### src/rtl/muldiv_if.sv
// Bundles the EX-stage request and result signals of the HI/LO multiply/divide unit.
// The pipeline drives the master modport and the unit implements the slave modport.
interface muldiv_if;
  logic        issue;
  logic        is_mult;
  logic        is_multu;
  logic        is_div;
  logic        is_divu;
  logic [31:0] rs_data;
  logic [31:0] rt_data;
  logic        hi_wen;
  logic        lo_wen;
  logic        rd_hilo;
  logic        flush;
  logic [31:0] hi;
  logic [31:0] lo;
  logic        busy;
  logic        stall;

  modport master (
    output issue, is_mult, is_multu, is_div, is_divu,
    output rs_data, rt_data, hi_wen, lo_wen, rd_hilo, flush,
    input  hi, lo, busy, stall
  );

  modport slave (
    input  issue, is_mult, is_multu, is_div, is_divu,
    input  rs_data, rt_data, hi_wen, lo_wen, rd_hilo, flush,
    output hi, lo, busy, stall
  );
endinterface

### src/rtl/muldiv_unit.sv
// Iterative HI/LO multiply/divide unit: 32-step shift-add multiply, 32-step restoring divide, one-cycle sign fix.
// Optional build macro MULDIV_FAST_MULT_EN replaces the iterative multiply with a single-cycle multiplier.
module muldiv_unit (
  input  logic     clk,
  input  logic     resetn,
  muldiv_if.slave  bus
);

  typedef enum logic [1:0] {IDLE, MUL, DIV, FIX} state_t;

  state_t      state;
  state_t      state_next;
  logic [63:0] acc;
  logic [63:0] acc_next;
  logic [31:0] operand_b;
  logic [4:0]  count;
  logic        op_div;
  logic        res_neg;
  logic        rem_neg;
  logic [31:0] hi_q;
  logic [31:0] lo_q;

  logic        sel_mult;
  logic        sel_multu;
  logic        sel_div;
  logic        sel_divu;
  logic        sel_signed;
  logic        rs_neg;
  logic        rt_neg;
  logic [31:0] rs_mag;
  logic [31:0] rt_mag;
  logic        div_zero;
  logic        start_ok;
  logic        start_div;
  logic        start_mul;

  logic [32:0] mul_sum;
  logic [32:0] div_top;
  logic [32:0] div_diff;
  logic [63:0] prod_fixed;
  logic [31:0] quot_fixed;
  logic [31:0] rem_fixed;
  logic [31:0] fix_hi;
  logic [31:0] fix_lo;

  // Op decode with mult > multu > div > divu priority; signed ops work on magnitudes.
  always_comb begin
    sel_mult   = bus.is_mult;
    sel_multu  = ~bus.is_mult & bus.is_multu;
    sel_div    = ~bus.is_mult & ~bus.is_multu & bus.is_div;
    sel_divu   = ~bus.is_mult & ~bus.is_multu & ~bus.is_div & bus.is_divu;
    sel_signed = sel_mult | sel_div;
    rs_neg     = sel_signed & bus.rs_data[31];
    rt_neg     = sel_signed & bus.rt_data[31];
    rs_mag     = rs_neg ? (32'd0 - bus.rs_data) : bus.rs_data;
    rt_mag     = rt_neg ? (32'd0 - bus.rt_data) : bus.rt_data;
    div_zero   = (sel_div | sel_divu) & (bus.rt_data == 32'd0);
    start_ok   = bus.issue & ~bus.flush & (state == IDLE);
    start_div  = start_ok & (sel_div | sel_divu) & ~div_zero;
  end

`ifdef MULDIV_FAST_MULT_EN
  logic [63:0] fast_product;

  assign start_mul    = 1'b0;
  assign fast_product = {{32{sel_mult & bus.rs_data[31]}}, bus.rs_data}
                      * {{32{sel_mult & bus.rt_data[31]}}, bus.rt_data};
`else
  assign start_mul = start_ok & (sel_mult | sel_multu);
`endif

  always_comb begin
    state_next = state;
    case (state)
      IDLE: begin
        if (start_div)      state_next = DIV;
        else if (start_mul) state_next = MUL;
      end
      MUL, DIV: begin
        if (count == 5'd31) state_next = FIX;
      end
      FIX:     state_next = IDLE;
      default: state_next = IDLE;
    endcase
    if (bus.flush) state_next = IDLE;
  end

  // One step per cycle: multiply shifts the accumulator right, divide shifts it left.
  always_comb begin
    mul_sum  = {1'b0, acc[63:32]} + {1'b0, operand_b};
    div_top  = {acc[63:32], acc[31]};
    div_diff = div_top - {1'b0, operand_b};
    acc_next = acc;
    case (state)
      MUL: begin
        if (acc[0]) acc_next = {mul_sum, acc[31:1]};
        else        acc_next = {1'b0, acc[63:32], acc[31:1]};
      end
      DIV: begin
        if (!div_diff[32]) acc_next = {div_diff[31:0], acc[30:0], 1'b1};
        else               acc_next = {div_top[31:0], acc[30:0], 1'b0};
      end
      default: acc_next = acc;
    endcase
  end

  always_comb begin
    prod_fixed = res_neg ? (64'd0 - acc) : acc;
    quot_fixed = res_neg ? (32'd0 - acc[31:0]) : acc[31:0];
    rem_fixed  = rem_neg ? (32'd0 - acc[63:32]) : acc[63:32];
    fix_hi     = op_div ? rem_fixed : prod_fixed[63:32];
    fix_lo     = op_div ? quot_fixed : prod_fixed[31:0];
  end

  always_ff @(posedge clk or negedge resetn) begin
    if (!resetn) begin
      state     <= IDLE;
      acc       <= 64'd0;
      operand_b <= 32'd0;
      count     <= 5'd0;
      op_div    <= 1'b0;
      res_neg   <= 1'b0;
      rem_neg   <= 1'b0;
      hi_q      <= 32'd0;
      lo_q      <= 32'd0;
    end else begin
      state <= state_next;
      case (state)
        IDLE: begin
          count <= 5'd0;
          if (bus.hi_wen) hi_q <= bus.rs_data;
          if (bus.lo_wen) lo_q <= bus.rs_data;
          if (start_div || start_mul) begin
            acc       <= {32'd0, start_div ? rs_mag : rt_mag};
            operand_b <= start_div ? rt_mag : rs_mag;
            op_div    <= start_div;
            res_neg   <= rs_neg ^ rt_neg;
            rem_neg   <= rs_neg;
          end
`ifdef MULDIV_FAST_MULT_EN
          if (start_ok && (sel_mult || sel_multu)) begin
            hi_q <= fast_product[63:32];
            lo_q <= fast_product[31:0];
          end
`endif
        end
        MUL, DIV: begin
          acc   <= acc_next;
          count <= count + 5'd1;
        end
        FIX: begin
          // A flush in the fix cycle cancels the write-back.
          if (!bus.flush) begin
            hi_q <= fix_hi;
            lo_q <= fix_lo;
          end
        end
        default: count <= 5'd0;
      endcase
    end
  end

  assign bus.hi    = hi_q;
  assign bus.lo    = lo_q;
  assign bus.busy  = (state != IDLE);
  assign bus.stall = bus.busy & (bus.rd_hilo | bus.issue | bus.hi_wen | bus.lo_wen);

endmodule

### src/flat_wrapper.sv
// flat-port wrapper written by rule: the top's interface ports become plain ports
module muldiv_unit_flat 
  (clk, resetn, bus_issue, bus_is_mult, bus_is_multu, bus_is_div, bus_is_divu, bus_rs_data, bus_rt_data, bus_hi_wen, bus_lo_wen, bus_rd_hilo, bus_flush, bus_hi, bus_lo, bus_busy, bus_stall);
  muldiv_if bus_i ();
  input  logic clk;
  input  logic resetn;
  input wire logic [$bits(bus_i.issue)-1:0] bus_issue;
  input wire logic [$bits(bus_i.is_mult)-1:0] bus_is_mult;
  input wire logic [$bits(bus_i.is_multu)-1:0] bus_is_multu;
  input wire logic [$bits(bus_i.is_div)-1:0] bus_is_div;
  input wire logic [$bits(bus_i.is_divu)-1:0] bus_is_divu;
  input wire logic [$bits(bus_i.rs_data)-1:0] bus_rs_data;
  input wire logic [$bits(bus_i.rt_data)-1:0] bus_rt_data;
  input wire logic [$bits(bus_i.hi_wen)-1:0] bus_hi_wen;
  input wire logic [$bits(bus_i.lo_wen)-1:0] bus_lo_wen;
  input wire logic [$bits(bus_i.rd_hilo)-1:0] bus_rd_hilo;
  input wire logic [$bits(bus_i.flush)-1:0] bus_flush;
  output wire logic [$bits(bus_i.hi)-1:0] bus_hi;
  output wire logic [$bits(bus_i.lo)-1:0] bus_lo;
  output wire logic [$bits(bus_i.busy)-1:0] bus_busy;
  output wire logic [$bits(bus_i.stall)-1:0] bus_stall;
  assign bus_i.issue = bus_issue;
  assign bus_i.is_mult = bus_is_mult;
  assign bus_i.is_multu = bus_is_multu;
  assign bus_i.is_div = bus_is_div;
  assign bus_i.is_divu = bus_is_divu;
  assign bus_i.rs_data = bus_rs_data;
  assign bus_i.rt_data = bus_rt_data;
  assign bus_i.hi_wen = bus_hi_wen;
  assign bus_i.lo_wen = bus_lo_wen;
  assign bus_i.rd_hilo = bus_rd_hilo;
  assign bus_i.flush = bus_flush;
  assign bus_hi = bus_i.hi;
  assign bus_lo = bus_i.lo;
  assign bus_busy = bus_i.busy;
  assign bus_stall = bus_i.stall;
  muldiv_unit u_core (.clk(clk), .resetn(resetn), .bus(bus_i));
endmodule
### config.mk
export PLATFORM = sky130hd
export DESIGN_NAME = muldiv_unit_flat
export DESIGN_NICKNAME = d
export VERILOG_FILES = /design/src/rtl/muldiv_if.sv /design/src/rtl/muldiv_unit.sv /design/src/flat_wrapper.sv
export SDC_FILE = /design/constraint.sdc
export NUM_CORES = 1
export LEC_CHECK = 0
export CAP_MARGIN = 0
export CORE_MARGIN = 1.5
export CORE_UTILIZATION = 46
export DETAILED_ROUTE_END_ITERATION = 7
export PLACE_DENSITY = 0.73
export SLEW_MARGIN = 10
export SYNTH_ARGS = -nofsm -noshare
export SYNTH_HDL_FRONTEND = slang
export SYNTH_SLANG_ARGS = --single-unit
export TNS_END_PERCENT = 5
### constraint.sdc
create_clock -name clk -period 3.5 [get_ports clk]
set_input_delay 0.7 -clock clk [delete_from_list [all_inputs] [get_ports clk]]
set_output_delay 0.7 -clock clk [all_outputs]
set_load 0.05 [all_outputs]
==> results.toml <==
[final_layout]
area_growth_syn_to_layout_pct = 25.2
diodes = 0
drive_above_1_share_pct = 13.6
mostFrequentLayoutCell = "nand2_1"
layout_common_cells = "nand2_1 (248), buf_4 (220), o21ai_0 (217)"
design_area_um2 = 19400
fin_nets = 2390
post-route-util_pct = 59.1
fillCellCount = 2984

[placement]
place_area_um2 = 18800
dp_hpwl_um = 49300
place_worst_setup_slack_ps = -551
gp_congestion = 1.01
port_buffers = 140

[run]
max_cap_violations = 0

[clock_tree]
htreeDepth = 4
cts_sinks = 170
cts_made_buffers = 17
clkTransAtPathRegs_ps = 80
ctsHoldBuffers = 0
insertion_delay_ps = 450
cts-root-buf = "clkbuf_16"
clk_path_buf_depth = 2
cts_tree = "yes"

[pwr]
powerDensity_nw_per_um2 = 992
peakVddDrop_uv = 533
power_leakage_uw = 0.00841

[timing]
finalSetupTns_ps = 0
min_period_over_period_pct = 97.0
hold_violations = 0
slew_viol_final = 0
worst_pin_slew_ps = 1030
fin_skew_ps = 17.3
rsz0062_at_grt = "yes"
setup_ws_ps = 106
fmaxAchievable_mhz = 295
max_slew_margin_pct = 31.6
setup_viol = 0
period_needed_ps = 3390

[routing]
drt-initial-drc-count = 2035
via_per_inst = 6.31
wl_um = 61900
via_count = 17000
wl_per_cell_um = 23.0
drtPass1Iterations = 6
remaining_drc_errors = 0
antenna_left = 0

[logic_synthesis]
async_flop_share_pct = 100
synth_area_um2 = 15500
yosysWarnings = 0
synthesis.nets = 2134
synth_area_per_cell_um2 = 7.81
syn_inst = 1982
synthFlopType = "dfrtp_1"
synth_seq_cells = 170
yosysUniqueCellTypes = 75
seq_area_frac_synth_pct = 27.5
synth_edf_count = 0

[worst_setup_path]
critPathLaunchType = "input port"
worstPathRequired_ps = 3860
cpLargestDelayFamily = "simple AND/OR/NAND/NOR gates"
slowest_stage = "or4_4"
cp_cell_sequence = "clkdlybuf4s50_1, or4_4, or4_4, or3_4, or3_4, buf_4, nor3_2, o211ai_1, o21ai_0, mux2i_1, o21ai_1"
cp_max_fo = 5
max_stage_delay_ps = 540
worstPathArrival_ps = 3750
cp_num_buf_inv = 2
criticalPathCategory = "in -> reg"
cp-end-kind = "flip-flop"

[grt]
antenna_found_initial = 0
grt_pass1_wl_um = 94300
grt_max_degree = 96
first_global_vias = 15700
globalRouteTotalUtil_pct = 35.0
grt_overflow = 0

[die]
die_area_um2 = 34700
coreArea_um2 = 32800
die_height_um = 186
die_w_um = 186
ios = 141
start_util_pct = 47.2
rows = 66

[run_status]
status = "completed"

[worst_hold_path]
hold_path_class = "in -> async"
power breakdown:
group / internal (µW) / switching, µW / total (µW)
registers: 2840 / 950 / 3790
clock network: 968 / 1010 / 1980
logic: 5090 / 8350 / 13400
total: 8900 / 10300 / 19200
what timing repair did:
action	in CTS	in global routing
gates resized for setup	3	4
setup buffers	0	1
endpoints found under the setup margin	1	24
final timing paths:
path | from | endpoint | slack (ps) | cells after the start
setup / recovery | bus_rs_data[11] | u_core.acc[31] | 110 | 11
hold / removal | resetn | u_core.acc[63] | 280 | 1
setup reg to reg | u_core.operand_b[23] | u_core.acc[41] | 190 | 13
hold reg to reg | u_core.bus.hi[23] | u_core.bus.hi[23] | 480 | 2
max in group asynchronous | resetn | u_core.bus.lo[25] | 2360 | 2
min in group clk | u_core.bus.hi[23] | u_core.bus.hi[23] | 480 | 2
area by class of cell:
| class | count | area, µm² | share of cell area, % |
|---|---|---|---|
| clock buffers | 17 | 425 | 2.20 |
| clock inverters | 15 | 179 | 0.924 |
| inverters | 61 | 229 | 1.18 |
| multi-input cells | 1622 | 10600 | 54.5 |
| flip-flops and latches | 170 | 4250 | 22.0 |
| well taps | 442 | 553 | 2.85 |
| repair buffers | 366 | 3180 | 16.4 |
synth_stat cells, drive strengths merged, types with 5 or more instances:
| cell | count | share of area (%) |
|---|---|---|
| o211ai | 32 | 1.6 |
| mux2 | 17 | 1.2 |
| nor4 | 16 | 0.69 |
| a211oi | 48 | 2.3 |
| dfrtp | 170 | 27 |
| or3 | 24 | 1.1 |
| a221o | 5 | 0.32 |
| ha | 75 | 6.1 |
| o21ai | 227 | 7.3 |
| nand2b | 27 | 1.1 |
| clkbuf | 107 | 2.6 |
| o21bai | 6 | 0.29 |
| or2 | 6 | 0.24 |
| a21oi | 161 | 5.2 |
| o31ai | 32 | 1.7 |
| o311ai | 11 | 0.62 |
| xor2 | 89 | 5.0 |
| inv | 59 | 1.4 |
| nand2 | 248 | 6.0 |
| nor3 | 50 | 1.6 |
| nand4 | 9 | 0.36 |
| nor2b | 23 | 0.93 |
| a21o | 39 | 1.9 |
| and3 | 12 | 0.49 |
| o21a | 10 | 0.49 |
| o41ai | 17 | 1.1 |
| a221oi | 6 | 0.34 |
| mux2i | 72 | 4.7 |
| xnor2 | 82 | 4.6 |
| buf | 22 | 0.66 |
| or4 | 12 | 0.66 |
| nand3 | 21 | 0.68 |
| a22o | 7 | 0.40 |
| nor2 | 134 | 3.3 |
| a31oi | 29 | 1.2 |
| o221ai | 11 | 0.62 |
flip-flops by register name, indices dropped and copies added, names as in the netlist:
register          flops
u_core.acc           64
u_core.bus.hi        32
u_core.bus.lo        32
u_core.operand_b     32
u_core.count          5
u_core.state          2
u_core.op_div         1
u_core.rem_neg        1
u_core.res_neg        1
cell families after synthesis:
kind of cell | count (synthesis) | synth area share, %
multiplexers | 89 | 5.90
buffers and inverters | 190 | 4.74
AO/OA/AOI/OAI | 685 | 27.8
adder cells (fa/ha/maj) | 77 | 6.32
flip-flops | 170 | 27.5
XOR/XNOR | 171 | 9.68
AND/OR/NAND/NOR | 600 | 18.0
layer usage:
layer	GRT usage [%]	share of wire [%]	wire length [µm]
met3	6.94	11	6710
met2	51.9	42	26300
met4	15.7	4.6	2850
met1	49.2	42	26100
met5	0	0	0
per-stage QoR:
step                      hold WS [ps]  total power, µW  instances
final                              281            19200       2693
after CTS                          295            18900       2692
after global placement             459            16700       2660
after floorplan                    404            12000       1982
after global routing               336            20300       2693
after detailed placement           465            16900       2660
(Power assumes the default switching activity.)
==> edit 1 (same flow settings) <==
Re-encode `state_t` (4 states) as Gray code, 2 bits wide.
--- a/src/rtl/muldiv_unit.sv
+++ b/src/rtl/muldiv_unit.sv
@@ -6,7 +6,7 @@
   muldiv_if.slave  bus
 );
 
-  typedef enum logic [1:0] {IDLE, MUL, DIV, FIX} state_t;
+  typedef enum logic [1:0] {IDLE = 2'b00, MUL = 2'b01, DIV = 2'b11, FIX = 2'b10} state_t;
 
   state_t      state;
   state_t      state_next;
Check against the original RTL: same outputs for any inputs over 4 cycles, from zero or initial values and one cycle with resetn low; so few cycles prove little.
==> edit 1 against the unedited design <==
- hold slack got worse by 21 ps
- combinational power shrank 31%
- setup slack improved by 11 ps
- cell area is 4.3% lower
- utilization fell by 2.1 points
- sequential share of layout area grew 0.99 points
- maximum frequency grew 0.32%
- largest cell class unchanged
- routed wire length down 5.5%
- sequential power fell by 15%
- area after synthesis fell by 1.8%
- the run now ends with design-rule violations left
- sequential cell count unchanged
- total power down 25%
==> edit 1: results (changes against the unedited design) <==
routing:
  drt_iter0_markers: 2010  # -1.2%
  wl_met2_um: 24800  # -5.7%
  wl_met3_um: 5990  # -11%
  num_vias: 16000  # -5.8%
  drt_wl_total_um: 58500  # -5.5%
  drc: 8  # +8
  wl_met1_um: 24700  # -5.4%
  viasPerCell: 6.31  # about the same
  firstDrtPassIters: 8  # +2
power:
  p_leak_uw: 0.00799  # -4.9%
  swShare: 0.498  # -0.0391
  peakVddDrop_mv: 0.458  # -14%
grt:
  grt_max_degree: 64  # -33%
  grt_first_pass_wirelength_um: 88500  # -6.1%
  grt_usage: 0.343  # -0.00698
  grt_pass1_vias: 15100  # -3.6%
sta:
  slew_headroom: 0.536  # +0.220
  finClkSkew_ps: 18.1  # +0.732 ps
cells_and_area:
  regArea_um2: 4260  # about the same
  drive_above_1_share: 0.122  # -0.0144
  final_nets: 2232  # -6.6%
  nFillCells: 3012  # +0.94%
placement:
  gp_congestion: 0.991  # -2.4%
  place_area_um2: 17900  # -4.4%
  placed_cells: 2508  # -5.7%
  hpwl_um: 46000  # -6.6%
yosys:
  yosys-top-cells-area: "dfrtp_1 (28%), ha_1 (5.8%), xnor2_1 (5.1%)"
  synth_common_cells: "nand2_1 (204), nor2_1 (179), dfrtp_1 (170), o21ai_0 (149), a21oi_1 (128)"
  ys_types: 88  # +17%
  synth_fp_nets: 2042  # -4.3%
  synth.yosys.seq_area_share: 0.280  # +0.00496
  ys_warn_count: 0  # unchanged
  postSynthAreaPerCell_um2: 8.02  # +2.7%
setup_path:
  crit_path_max_fanout: 19  # +14
  rrSetupSlack_ps: 120  # -70 ps
  cp-endpoint: "u_core.acc[61]$_DFFE_PN0P_"
  cp-startpoint: "u_core.operand_b[0]$_DFFE_PN0P_"
  r2r_cells: 12  # -1
status:
  outcome: "complete, but fails checks"
  violations: "design-rule violations"
clock_tree:
  clock-root-buffer: "clkbuf_16"
  cts_made_buffers: 17  # unchanged
  ctsResizeCount: 0  # -3
-- edit 1: cells by family (layout without fill, tap and decap cells) --
kind of cell	count (synthesis)	in the layout	synth area share
XOR/XNOR	167	167	0.0962
adder cells (fa/ha/maj)	72	72	0.0603
multiplexers	66	66	0.0445
flip-flops	170	170	0.280
buffers and inverters	191	394	0.0512
AO/OA/AOI/OAI	623	623	0.276
AND/OR/NAND/NOR	606	606	0.192
-- edit 1: critical path: stages (launching register included) --
cell,delay (ps)
dfrtp_1,440
ha_1,250
fa_1,380
nor2b_1,250
o31ai_2,120
a31oi_2,260
a21oi_2,140
o21ai_2,250
o41ai_4,140
or2_1,290
buf_12,170
a32o_1,260
or3_1,300
-- edit 1: cell type report --
type	count	area share
Sequential cell	170	0.229
Inverter	64	0.0130
Clock buffer	18	0.0237
Multi-Input combinational cell	1534	0.551
Timing Repair Buffer	298	0.144
Tap cell	442	0.0298
Clock inverter	14	0.00857
-- edit 1: stage by stage --
stage | hold WS [ps] | setup slack (ps) | total power [uW]
floorplan | 404 | 479 | 9130
global placement | 462 | 25.7 | 12000
detailed placement | 466 | -26.1 | 12200
CTS | 281 | 64.0 | 14200
global route | 306 | 13.7 | 15300
finish | 260 | 117 | 14500
-- edit 1: power by group through the flow --
stage	Combinational, uW	Sequential (uW)	Clock, uW
6_report	9230	3220	2010
5_1_grt	9930	3240	2090
4_1_cts	9000	3170	2010
3_5_place_dp	8950	3210	0
3_3_place_gp	8820	3190	0
2_1_floorplan	5750	3380	0
-- edit 1: metal layers --
metal | global-route usage | vias up
li1 | - | 7308
met1 | 0.470 | 7630
met2 | 0.518 | 923
met3 | 0.0682 | 154
met4 | 0.163 | 0
met5 | 0 | -
==> edit 2 (config.mk and constraints unchanged) <==
Without the edit above. Make the reset (`resetn`) synchronous in one clocked block.
--- a/src/rtl/muldiv_unit.sv
+++ b/src/rtl/muldiv_unit.sv
@@ -112,7 +112,7 @@
     fix_lo     = op_div ? quot_fixed : prod_fixed[31:0];
   end
 
-  always_ff @(posedge clk or negedge resetn) begin
+  always_ff @(posedge clk) begin
     if (!resetn) begin
       state     <= IDLE;
       acc       <= 64'd0;
Formal check against the unedited RTL: differs if resetn is asserted again (counterexample within 4 cycles, from zero or initial values and one cycle with resetn low); with resetn held inactive, the same outputs for 4 cycles.
==> edit 2 against the unedited design <==
- register-to-register slack worse by 90 ps
- first-iteration DRC count up 5.8%
- cell area down 2.1%
- setup slack worse by 36 ps
- non-clock buffer count up 22
- sequential cell count unchanged
- area after synthesis down 3.5%
- hold slack better by 210 ps
- routed wire length down 0.51%
- global-route usage up 1.0 points
- die area down 3.5%
- highest routed layer unchanged
Power is not compared: it rests on default switching activity, and its combinational part moved more than twofold at a synthesized area within 25%.
==> edit 2: results (changes against the unedited design) <==
setup_path:
  rrSetupSlack_ps: 100  # -90 ps
  cp-startpoint: "bus_rt_data[11]"
  rr_endpoint: "u_core.acc[63]$_SDFFE_PN0P_"
  crit_path_max_fanout: 8  # +3
  crit_path_top_delay_cell: "or4_4"
  reg2reg_from: "u_core.acc[32]$_SDFFE_PN0P_"
  worst_ep_arrival_time_ps: 3730  # -20 ps
grt:
  grt_pass1_vias: 16000  # +2.0%
  met1_usage: 0.496  # +0.00380
  grt_first_pass_wirelength_um: 93000  # -1.4%
  use_met3: 0.0753  # +0.00586
  grt_max_degree: 101  # +5.2%
  grt_usage: 0.361  # +0.0104
  met2_usage: 0.540  # +0.0204
routing:
  wl_met3_um: 6610  # -1.5%
  drt_wl_total_um: 61600  # -0.51%
  drt_iter0_markers: 2153  # +5.8%
  route.detailed.wl_per_inst_um: 22.9  # -0.51%
  wl_met1_um: 26200  # +0.32%
  firstDrtPassIters: 5  # -1
  wl_met2_um: 25900  # -1.6%
yosys:
  yosys-top-cells-area: "dfxtp_1 (23%), a21oi_1 (7.5%), ha_1 (6.2%)"
  synth.yosys.seq_area_share: 0.228  # -0.0469
  synth_common_cells: "a21oi_1 (225), nor2_1 (206), dfxtp_1 (170), nand2_1 (141), o21ai_0 (138)"
  synth.area.mux_share: 0.0593  # +0.000316
  syn-instance-count: 2009  # +1.4%
  synth_fa_ha_area_frac: 0.0647  # +0.00148
  ys_types: 84  # +12%
  async_flop_share: 0  # -1.00
  synthXorXnorAreaFrac: 0.0962  # -0.000561
  synth_ff_type: "dfxtp_1"
  synth_fp_nets: 2160  # +1.2%
  synth_compound_area_frac: 0.298  # +0.0203
placement:
  gp_congestion: 1.02  # +0.33%
  portBuffers: 140  # unchanged
  hpwl_um: 48700  # -1.1%
  placed_cells: 2655  # -0.19%
sta:
  timing.hold.ws_ps: 487  # +206 ps
  slew_headroom: 0.282  # -0.0340
  finClkSkew_ps: 20.1  # +2.77 ps
cells_and_area:
  final_nets: 2429  # +1.6%
  nFillCells: 2869  # -3.9%
  drive_above_1_share: 0.160  # +0.0238
min_path:
  hold_depth: 2
  min_path_type: "reg -> reg"
  hp-start: "u_core.bus.hi[0]$_SDFFE_PN0P_"
status:
  outcome: "finished, final reports clean"
clock_tree:
  ctsResizeCount: 1  # -2
  clock-root-buffer: "clkbuf_16"
-- edit 2: per-stage QoR --
step	util	area (um2)	setup slack (ps)
2_1_floorplan	-	14900	163
3_3_place_gp	0.575	18200	-392
3_5_place_dp	0.575	18200	-406
4_1_cts	0.594	18800	53.9
6_report	0.598	19000	70.1
5_1_grt	0.598	19000	-66.4
-- edit 2: tightest hold or removal path: cells and delay by family, from the launching register on --
kind	cells	cell delay [ps]
compound gates	1	70
simple gates	1	60
flops	1	310
-- edit 2: report_power, final --
group	switching, uW	total (uW)	internal, uW
logic	2130	3460	1340
registers	194	2320	2130
clock network	994	2030	1030
total	3320	7810	4490
-- edit 2: layout make-up --
cell class                 instances  area, um2  area share
clock buffer                      17        425      0.0224
clock inverter                    15        183     0.00963
inverter                          65        244      0.0129
multi-input combinational       1636      10800       0.571
sequential                       170       3400       0.179
tap                              402        503      0.0265
timing repair buffer             388       3380       0.178
